[config.mk]
export PLATFORM = sky130hd
export DESIGN_NAME = pipeline_stall_controller
export DESIGN_NICKNAME = d
export VERILOG_FILES = /design/src/rtl/pipeline_stall_controller.sv
export SDC_FILE = /design/constraint.sdc
export NUM_CORES = 1
export LEC_CHECK = 0
export ABC_CLOCK_PERIOD_IN_PS = 3650
export CAP_MARGIN = 10
export CORE_MARGIN = 2
export CORE_UTILIZATION = 38
export CTS_CLUSTER_DIAMETER = 100
export DETAILED_ROUTE_END_ITERATION = 10
export GPL_TIMING_DRIVEN = 0
export MAX_ROUTING_LAYER = met4
export PLACE_DENSITY = 0.85
export SLEW_MARGIN = 20
export SYNTH_ARGS = -nofsm -noshare
export SYNTH_HDL_FRONTEND = slang
export SYNTH_SLANG_ARGS = --single-unit
[constraint.sdc]
create_clock -name clk -period 3.65 [get_ports clk]
set_clock_uncertainty 0.1 [all_clocks]
set_input_delay 0.365 -clock clk [delete_from_list [all_inputs] [get_ports clk]]
set_output_delay 0.365 -clock clk [all_outputs]
set_load 0.02 [all_outputs]
[src/rtl/pipeline_stall_controller.sv]
// pipeline_stall_controller
// Central stall/flush sequencer for the 5-stage pipeline. It merges the
// load-use hazard, the EX branch resolution, the mul/div handshake and the
// data-memory handshake into per-stage write enables, a bubble select and
// flush strobes. Multi-cycle mul/div and memory waits are tracked by a small
// FSM and bounded by timeouts, so a hung unit cannot freeze the core forever.
//
// Optional build macro: PIPE_PERF_COUNTERS_EN
//   defined   -> saturating stall / flush / mul-div performance counters
//   undefined -> counter outputs are tied to zero
//
// state     | meaning
// ----------+-------------------------------------------------------------
// ST_RUN    | normal flow; hazards and branches resolved combinationally
// ST_MD_WAIT| front end and EX frozen until md_done or MD timeout
// ST_MEM_WAIT| whole pipe frozen until dmem_ready or MEM timeout

module pipeline_stall_controller #(
   parameter int MD_TIMEOUT  = 64,
   parameter int MEM_TIMEOUT = 256,
   parameter int CNT_W       = 32
) (
   input  logic             clk,
   input  logic             reset,
   input  logic             load_use,
   input  logic             branch_taken,
   input  logic             md_start,
   input  logic             md_done,
   input  logic             dmem_req,
   input  logic             dmem_ready,
   output logic             PCwrite,
   output logic             IF_IDwrite,
   output logic             ID_EXwrite,
   output logic             EX_MEMwrite,
   output logic             MEM_WBwrite,
   output logic             control_sel,
   output logic             IF_IDflush,
   output logic             ID_EXflush,
   output logic             EX_MEMbubble,
   output logic             timeout_err,
   output logic [CNT_W-1:0] stall_cycles,
   output logic [CNT_W-1:0] flush_count,
   output logic [CNT_W-1:0] md_cycles
);

   localparam int MAX_TIMEOUT = (MD_TIMEOUT > MEM_TIMEOUT) ? MD_TIMEOUT : MEM_TIMEOUT;
   localparam int WAIT_W      = $clog2(MAX_TIMEOUT) + 1;

   localparam logic [WAIT_W-1:0] MD_LIMIT  = WAIT_W'(MD_TIMEOUT);
   localparam logic [WAIT_W-1:0] MEM_LIMIT = WAIT_W'(MEM_TIMEOUT);
   localparam logic [WAIT_W-1:0] WAIT_ONE  = WAIT_W'(1);

   typedef enum logic [1:0] {
      ST_RUN      = 2'd0,
      ST_MD_WAIT  = 2'd1,
      ST_MEM_WAIT = 2'd2
   } state_t;

   state_t            state;
   state_t            state_nxt;
   logic [WAIT_W-1:0] wait_cnt;
   logic [WAIT_W-1:0] wait_cnt_nxt;
   logic              timeout_hit;

   logic              mem_stall;
   logic              md_stall;

   assign mem_stall = dmem_req & ~dmem_ready;
   assign md_stall  = md_start & ~md_done;

   // State register, wait counter and sticky timeout flag.
   always_ff @(posedge clk) begin
      if (reset) begin
         state       <= ST_RUN;
         wait_cnt    <= '0;
         timeout_err <= 1'b0;
      end else begin
         state    <= state_nxt;
         wait_cnt <= wait_cnt_nxt;
         if (timeout_hit) begin
            timeout_err <= 1'b1;
         end
      end
   end

   // Next-state decode and zero-latency stall/flush outputs.
   always_comb begin
      PCwrite      = 1'b1;
      IF_IDwrite   = 1'b1;
      ID_EXwrite   = 1'b1;
      EX_MEMwrite  = 1'b1;
      MEM_WBwrite  = 1'b1;
      control_sel  = 1'b1;
      IF_IDflush   = 1'b0;
      ID_EXflush   = 1'b0;
      EX_MEMbubble = 1'b0;
      state_nxt    = state;
      wait_cnt_nxt = wait_cnt;
      timeout_hit  = 1'b0;

      unique case (state)
         ST_RUN: begin
            wait_cnt_nxt = '0;
            if (mem_stall) begin
               PCwrite      = 1'b0;
               IF_IDwrite   = 1'b0;
               ID_EXwrite   = 1'b0;
               EX_MEMwrite  = 1'b0;
               MEM_WBwrite  = 1'b0;
               state_nxt    = ST_MEM_WAIT;
               wait_cnt_nxt = WAIT_ONE;
            end else if (md_stall) begin
               PCwrite      = 1'b0;
               IF_IDwrite   = 1'b0;
               ID_EXwrite   = 1'b0;
               EX_MEMbubble = 1'b1;
               state_nxt    = ST_MD_WAIT;
               wait_cnt_nxt = WAIT_ONE;
            end else if (branch_taken) begin
               IF_IDflush = 1'b1;
               ID_EXflush = 1'b1;
            end else if (load_use) begin
               PCwrite     = 1'b0;
               IF_IDwrite  = 1'b0;
               control_sel = 1'b0;
            end
         end

         ST_MEM_WAIT: begin
            // Branch and load-use are deliberately ignored here; the frozen
            // EX instruction presents them again once the pipe is released.
            if (dmem_ready) begin
               state_nxt    = ST_RUN;
               wait_cnt_nxt = '0;
            end else if (wait_cnt == MEM_LIMIT) begin
               timeout_hit  = 1'b1;
               state_nxt    = ST_RUN;
               wait_cnt_nxt = '0;
            end else begin
               PCwrite      = 1'b0;
               IF_IDwrite   = 1'b0;
               ID_EXwrite   = 1'b0;
               EX_MEMwrite  = 1'b0;
               MEM_WBwrite  = 1'b0;
               wait_cnt_nxt = wait_cnt + WAIT_ONE;
            end
         end

         ST_MD_WAIT: begin
            if (md_done) begin
               state_nxt    = ST_RUN;
               wait_cnt_nxt = '0;
            end else if (wait_cnt == MD_LIMIT) begin
               timeout_hit  = 1'b1;
               state_nxt    = ST_RUN;
               wait_cnt_nxt = '0;
            end else begin
               PCwrite      = 1'b0;
               IF_IDwrite   = 1'b0;
               ID_EXwrite   = 1'b0;
               EX_MEMbubble = 1'b1;
               // An older load/store still waiting in MEM must also hold the
               // back end; the FSM stays in MD_WAIT since mul/div owns the wait.
               if (mem_stall) begin
                  EX_MEMwrite = 1'b0;
                  MEM_WBwrite = 1'b0;
               end
               wait_cnt_nxt = wait_cnt + WAIT_ONE;
            end
         end

         default: begin
            state_nxt    = ST_RUN;
            wait_cnt_nxt = '0;
         end
      endcase

      // Reset flushes every stage and injects NOP controls regardless of
      // state, so an in-flight wait is abandoned immediately.
      if (reset) begin
         PCwrite      = 1'b1;
         IF_IDwrite   = 1'b1;
         ID_EXwrite   = 1'b1;
         EX_MEMwrite  = 1'b1;
         MEM_WBwrite  = 1'b1;
         control_sel  = 1'b0;
         IF_IDflush   = 1'b1;
         ID_EXflush   = 1'b1;
         EX_MEMbubble = 1'b1;
         state_nxt    = ST_RUN;
         wait_cnt_nxt = '0;
         timeout_hit  = 1'b0;
      end
   end

`ifdef PIPE_PERF_COUNTERS_EN

   localparam logic [CNT_W-1:0] CNT_MAX = {CNT_W{1'b1}};
   localparam logic [CNT_W-1:0] CNT_ONE = CNT_W'(1);

   logic [CNT_W-1:0] stall_cnt_q;
   logic [CNT_W-1:0] flush_cnt_q;
   logic [CNT_W-1:0] md_cnt_q;

   // Saturating performance counters; they stick at all-ones instead of wrapping.
   always_ff @(posedge clk) begin
      if (reset) begin
         stall_cnt_q <= '0;
         flush_cnt_q <= '0;
         md_cnt_q    <= '0;
      end else begin
         if (!PCwrite && (stall_cnt_q != CNT_MAX)) begin
            stall_cnt_q <= stall_cnt_q + CNT_ONE;
         end
         if (IF_IDflush && (flush_cnt_q != CNT_MAX)) begin
            flush_cnt_q <= flush_cnt_q + CNT_ONE;
         end
         if ((state == ST_MD_WAIT) && (md_cnt_q != CNT_MAX)) begin
            md_cnt_q <= md_cnt_q + CNT_ONE;
         end
      end
   end

   assign stall_cycles = stall_cnt_q;
   assign flush_count  = flush_cnt_q;
   assign md_cycles    = md_cnt_q;

`else

   assign stall_cycles = '0;
   assign flush_count  = '0;
   assign md_cycles    = '0;

`endif

endmodule

* Word-level counts from Yosys, hierarchy flattened
Index checks and enable logic that the tools add are counted.
Storage, ports and cells: register bits 12, input port bits 8, output and inout port bits 106, word-level logic and storage cells 69
Operators by class: add/sub/neg operators 1, equality and inequality tests 7, mux-type cells 52, bitwise gates (word level) 4, reduce and logical (&&, ||, !) cells 2
Operators with widths (number):
- $mux W9 | 4
- $mux W1 | 35
- $pmux W9 S3 | 1
- $mux W2 | 6
- $add A9 B1 Y9 const B | 1
- $eq A9 B7 Y1 const B | 1
- $eq A9 B9 Y1 const B | 1
- $ne A3 B3 Y1 const B | 3
- $pmux W1 S3 | 3
- $pmux W2 S3 | 1
- $pmux W1 S2 | 2
- $reduce_and A3 Y1 | 1
- $and A1 B1 Y1 | 2
- $eq A2 B1 Y1 const B | 1
- $eq A2 B2 Y1 const B | 1
- $logic_not A2 Y1 | 1
- $not A1 Y1 | 2

* Depth between registers and ports, before layout
depth in word-level cells 7, mapped depth 7, gate-level depth less buffers 6

* Worst setup path before layout
Ideal clock, no wire load.
kind register to output, from register wait_cnt[0], to output port PCwrite, arrival 1910 ps, data required time 3185 ps, slack 1275 ps, stages on the path, launching flop included 8, buffers on the path 1, path through dfxtp_1 -> inv_1 -> ha_1 -> nor4b_4 -> a21o_2 -> a221oi_1 -> o21ai_0 -> buf_4
On the way: longest elaborated chain between the ends 5, elaborated cells between the ends (all ways) 8, classes of those cells 2 x eq/ne; 6 x mux
Ends and longest elaborated chain:
- from (decl) | RTL line 61 | logic [WAIT_W-1:0] wait_cnt;
- from (signal assigned) | RTL line 79 | wait_cnt <= wait_cnt_nxt;
- $eq A9 B7 Y1 or $eq A9 B9 Y1 (tied branches) | RTL line 153, 135
- $mux W1, on equally long branches (2 in series)
- $pmux W1 S3 (*)
- $mux W1 (*)
- to (decl) | RTL line 31 | output logic PCwrite,
Every way passes the cells marked *; elsewhere a longest branch is shown, timed or not.

* Worst setup path after layout
from register wait_cnt[0], to output port PCwrite
On the way: longest elaborated chain between the ends 5, elaborated cells between the ends (all ways) 8, classes of those cells 2 x eq/ne; 6 x mux
Ends and longest elaborated chain:
- $eq A9 B7 Y1 or $eq A9 B9 Y1 (tied branches) | RTL line 153, 135
- $mux W1, on equally long branches | RTL line 153, 135
- $mux W1, on equally long branches | RTL line 150, 132
- $pmux W1 S3 (*) | RTL line 101 | unique case (state)
- $mux W1 (*) | RTL line 180 | if (reset) begin
Marks and branches as above.

==> reports/results.txt <==
# port buffers = 16
Hold Path Depth = 2
Critical R2R Capture = state[1]
Seq/Total Area, Yosys = 0.150
DR WL/cell = 7.68 um
synthesized cell area = 1600 um2
Yosys reg bits = 12
number of antenna diodes = 0
dpl cells = 362
DRC violations left = 0
Lkg Pwr = 0.00127 uW
largest net degree at the start of global routing = 9
H-tree Lvls = 1
clock sinks = 12
status = completed
cts hold-fix bufs = 0
final hold violation count = 0
Critical Path Source Type = register
setup bufs post-CTS = 0
CTS buffer count = 3
IO Count = 114
RSZ-0062 raised after global routing = false
Worst EP required = 3.18 ns
FP Rows = 23
share of layout cells above drive strength 1 = 0.362
Nets = 331
max_cap viols = 0
clock slew at reported path FFs = 0.05 ns
achievable frequency = 324 MHz
VDD IR max = 0.136 mV
Final setup viols = 0
Starting DRT DRC Count = 18
non-filler cells, final = 365
Register-to-Register Setup Slack = 1.74 ns
Core ar. = 4030 um2
final worst slack = 0.566 ns
initial antenna violation count = 0
Worst R2R Path Depth = 6
max_slew headroom = 0.660
TritonCTS clock tree = built
Gate Count Post-Synth = 201
Hold Crit Class = primary input to register
reg2reg start = wait_cnt[0]
crit share post-route = 0.845
Die W = 68.9 um
Layout area overhead = 38.8%
first-pass GRT wire length = 4060 um
post_cts resized = 0
fin util = 0.551
Root Buffer = clkbuf_8
RePlAce Congestion = 0.792
vias in the first global route = 983
Slew Viols, Final = 0
die height = 68.9 um
first-pass detailed-route iteration total = 4
TNS Setup = 0 ns
Initial Util = 0.397
most common cell after layout, fill and taps aside = buf_4
die area = 4740 um2
Max clock buf depth = 2
main flop type after synthesis = dfxtp_1
Synth cell types = 38
Worst Hold End = state[1]
drt total wl = 2800 um
DP Worst Slack = 0.793 ns
Worst-Margin Slew = 0.509 ns
gr usage total = 0.111
data arrival time of the worst path = 2.62 ns
worst hold path startpoint = reset
Post-synth EDFFs = 0
Yosys warning count = 0
most frequent cells in the layout = 100 x buf_4, 96 x conb_1, 16 x clkdlybuf4s50_1
Detail Placement HPWL = 2410 um
Worst-Skew Late Latency = 0.24 ns
CP Class = register to output port
FFs w/ async S/R, synth = 0
vias = 1303
Critical Path Sink Type = output port
Via density = 3.57
Mean Syn Cell Area = 7.96 um2
grt total ovfl = 0
pwr/cell area = 234 nW/um2
crit path max fanout = 8
min Tclk post-route = 3.08 ns
Antenna Violating Nets Remaining = 0
[state kept, by name, summed over array words and instances (netlist names)]
name and flops:
state 2, timeout_err 1, wait_cnt 9
[worst max-delay path, stage by stage (launching register included)]
cell,delay [ns]
dfxtp_1,0.40
inv_1,0.10
ha_1,0.20
nor4b_4,0.16
a21o_2,0.20
a221oi_1,0.44
o21ai_0,0.20
buf_4,0.17
clkdlybuf4s50_1,0.52
[cell families (layout without fill, tap and decap cells)]
logic type,Yosys count,after routing,synth area share
adder cells (fa/ha/maj),6,6,0.0469
buffers and inverters,108,127,0.489
flip-flops,12,12,0.150
other,1,96,0.00235
AO/OA/AOI/OAI,23,23,0.104
AND/OR/NAND/NOR,44,44,0.169
XOR/XNOR,7,7,0.0383
[metrics by stage]
step           hold WS (ns)  power, uW  area [um2]
5_1_grt               0.329        549        2220
3_3_place_gp          0.385        401        2180
6_report              0.302        519        2220
2_1_floorplan         0.394        364        1960
4_1_cts               0.304        518        2220
3_5_place_dp          0.394        401        2180
[synthesized netlist by cell type (2+ instances only)]
master	instances	area (um2)
dfxtp_1	12	240
a31oi_1	2	12.5
inv_1	7	26.3
and3_1	2	12.5
nand3_1	7	35.0
ha_1	6	75.1
a21o_2	2	17.5
nand2_1	4	15.0
nand2b_1	4	25.0
xor2_1	6	52.6
nor4b_2	2	30.0
nor2_1	11	41.3
a21oi_1	3	15.0
nor2b_1	2	12.5
o2111ai_1	2	17.5
o211ai_1	2	15.0
buf_4	100	751
or3_1	3	18.8
nand4_1	2	12.5
o21ai_0	4	20.0
[how the worst max path moves through the flow]
stage                 from  endpoint  slack [ns]
6_report       wait_cnt[0]   PCwrite        0.57
5_1_grt        wait_cnt[0]   PCwrite        0.42
4_1_cts        wait_cnt[0]   PCwrite        0.56
3_5_place_dp    dmem_ready   PCwrite        0.79
3_3_place_gp    dmem_ready   PCwrite        0.82
2_1_floorplan  wait_cnt[0]   PCwrite        1.27
[final cells by class]
| type | count | area [um2] |
|---|---|---|
| clock buffers | 3 | 41.3 |
| repair buffers | 16 | 160 |
| multi-input cells | 176 | 933 |
| inverters | 7 | 26.3 |
| flip-flops and latches | 12 | 240 |
| plain buffers | 101 | 756 |
| fillers | 405 | 1810 |
| well taps | 50 | 62.6 |
[layer usage]
metal  vias up  track usage  share of wire
met2        67        0.197           0.51
met1       534        0.129           0.37
met3         3       0.0211           0.12
met4         0       0.0245         0.0071
met5         -            -              0
li1        699            -              -
[where the power goes]
part	leakage [uW]	internal, uW	total, uW	switching (uW)
combinational	0.00115	115	265	150
clock	0.0000216	72.2	115	43.1
sequential	0.0000971	135	139	3.83
No activity file was read; power rests on OpenSTA's default activity.
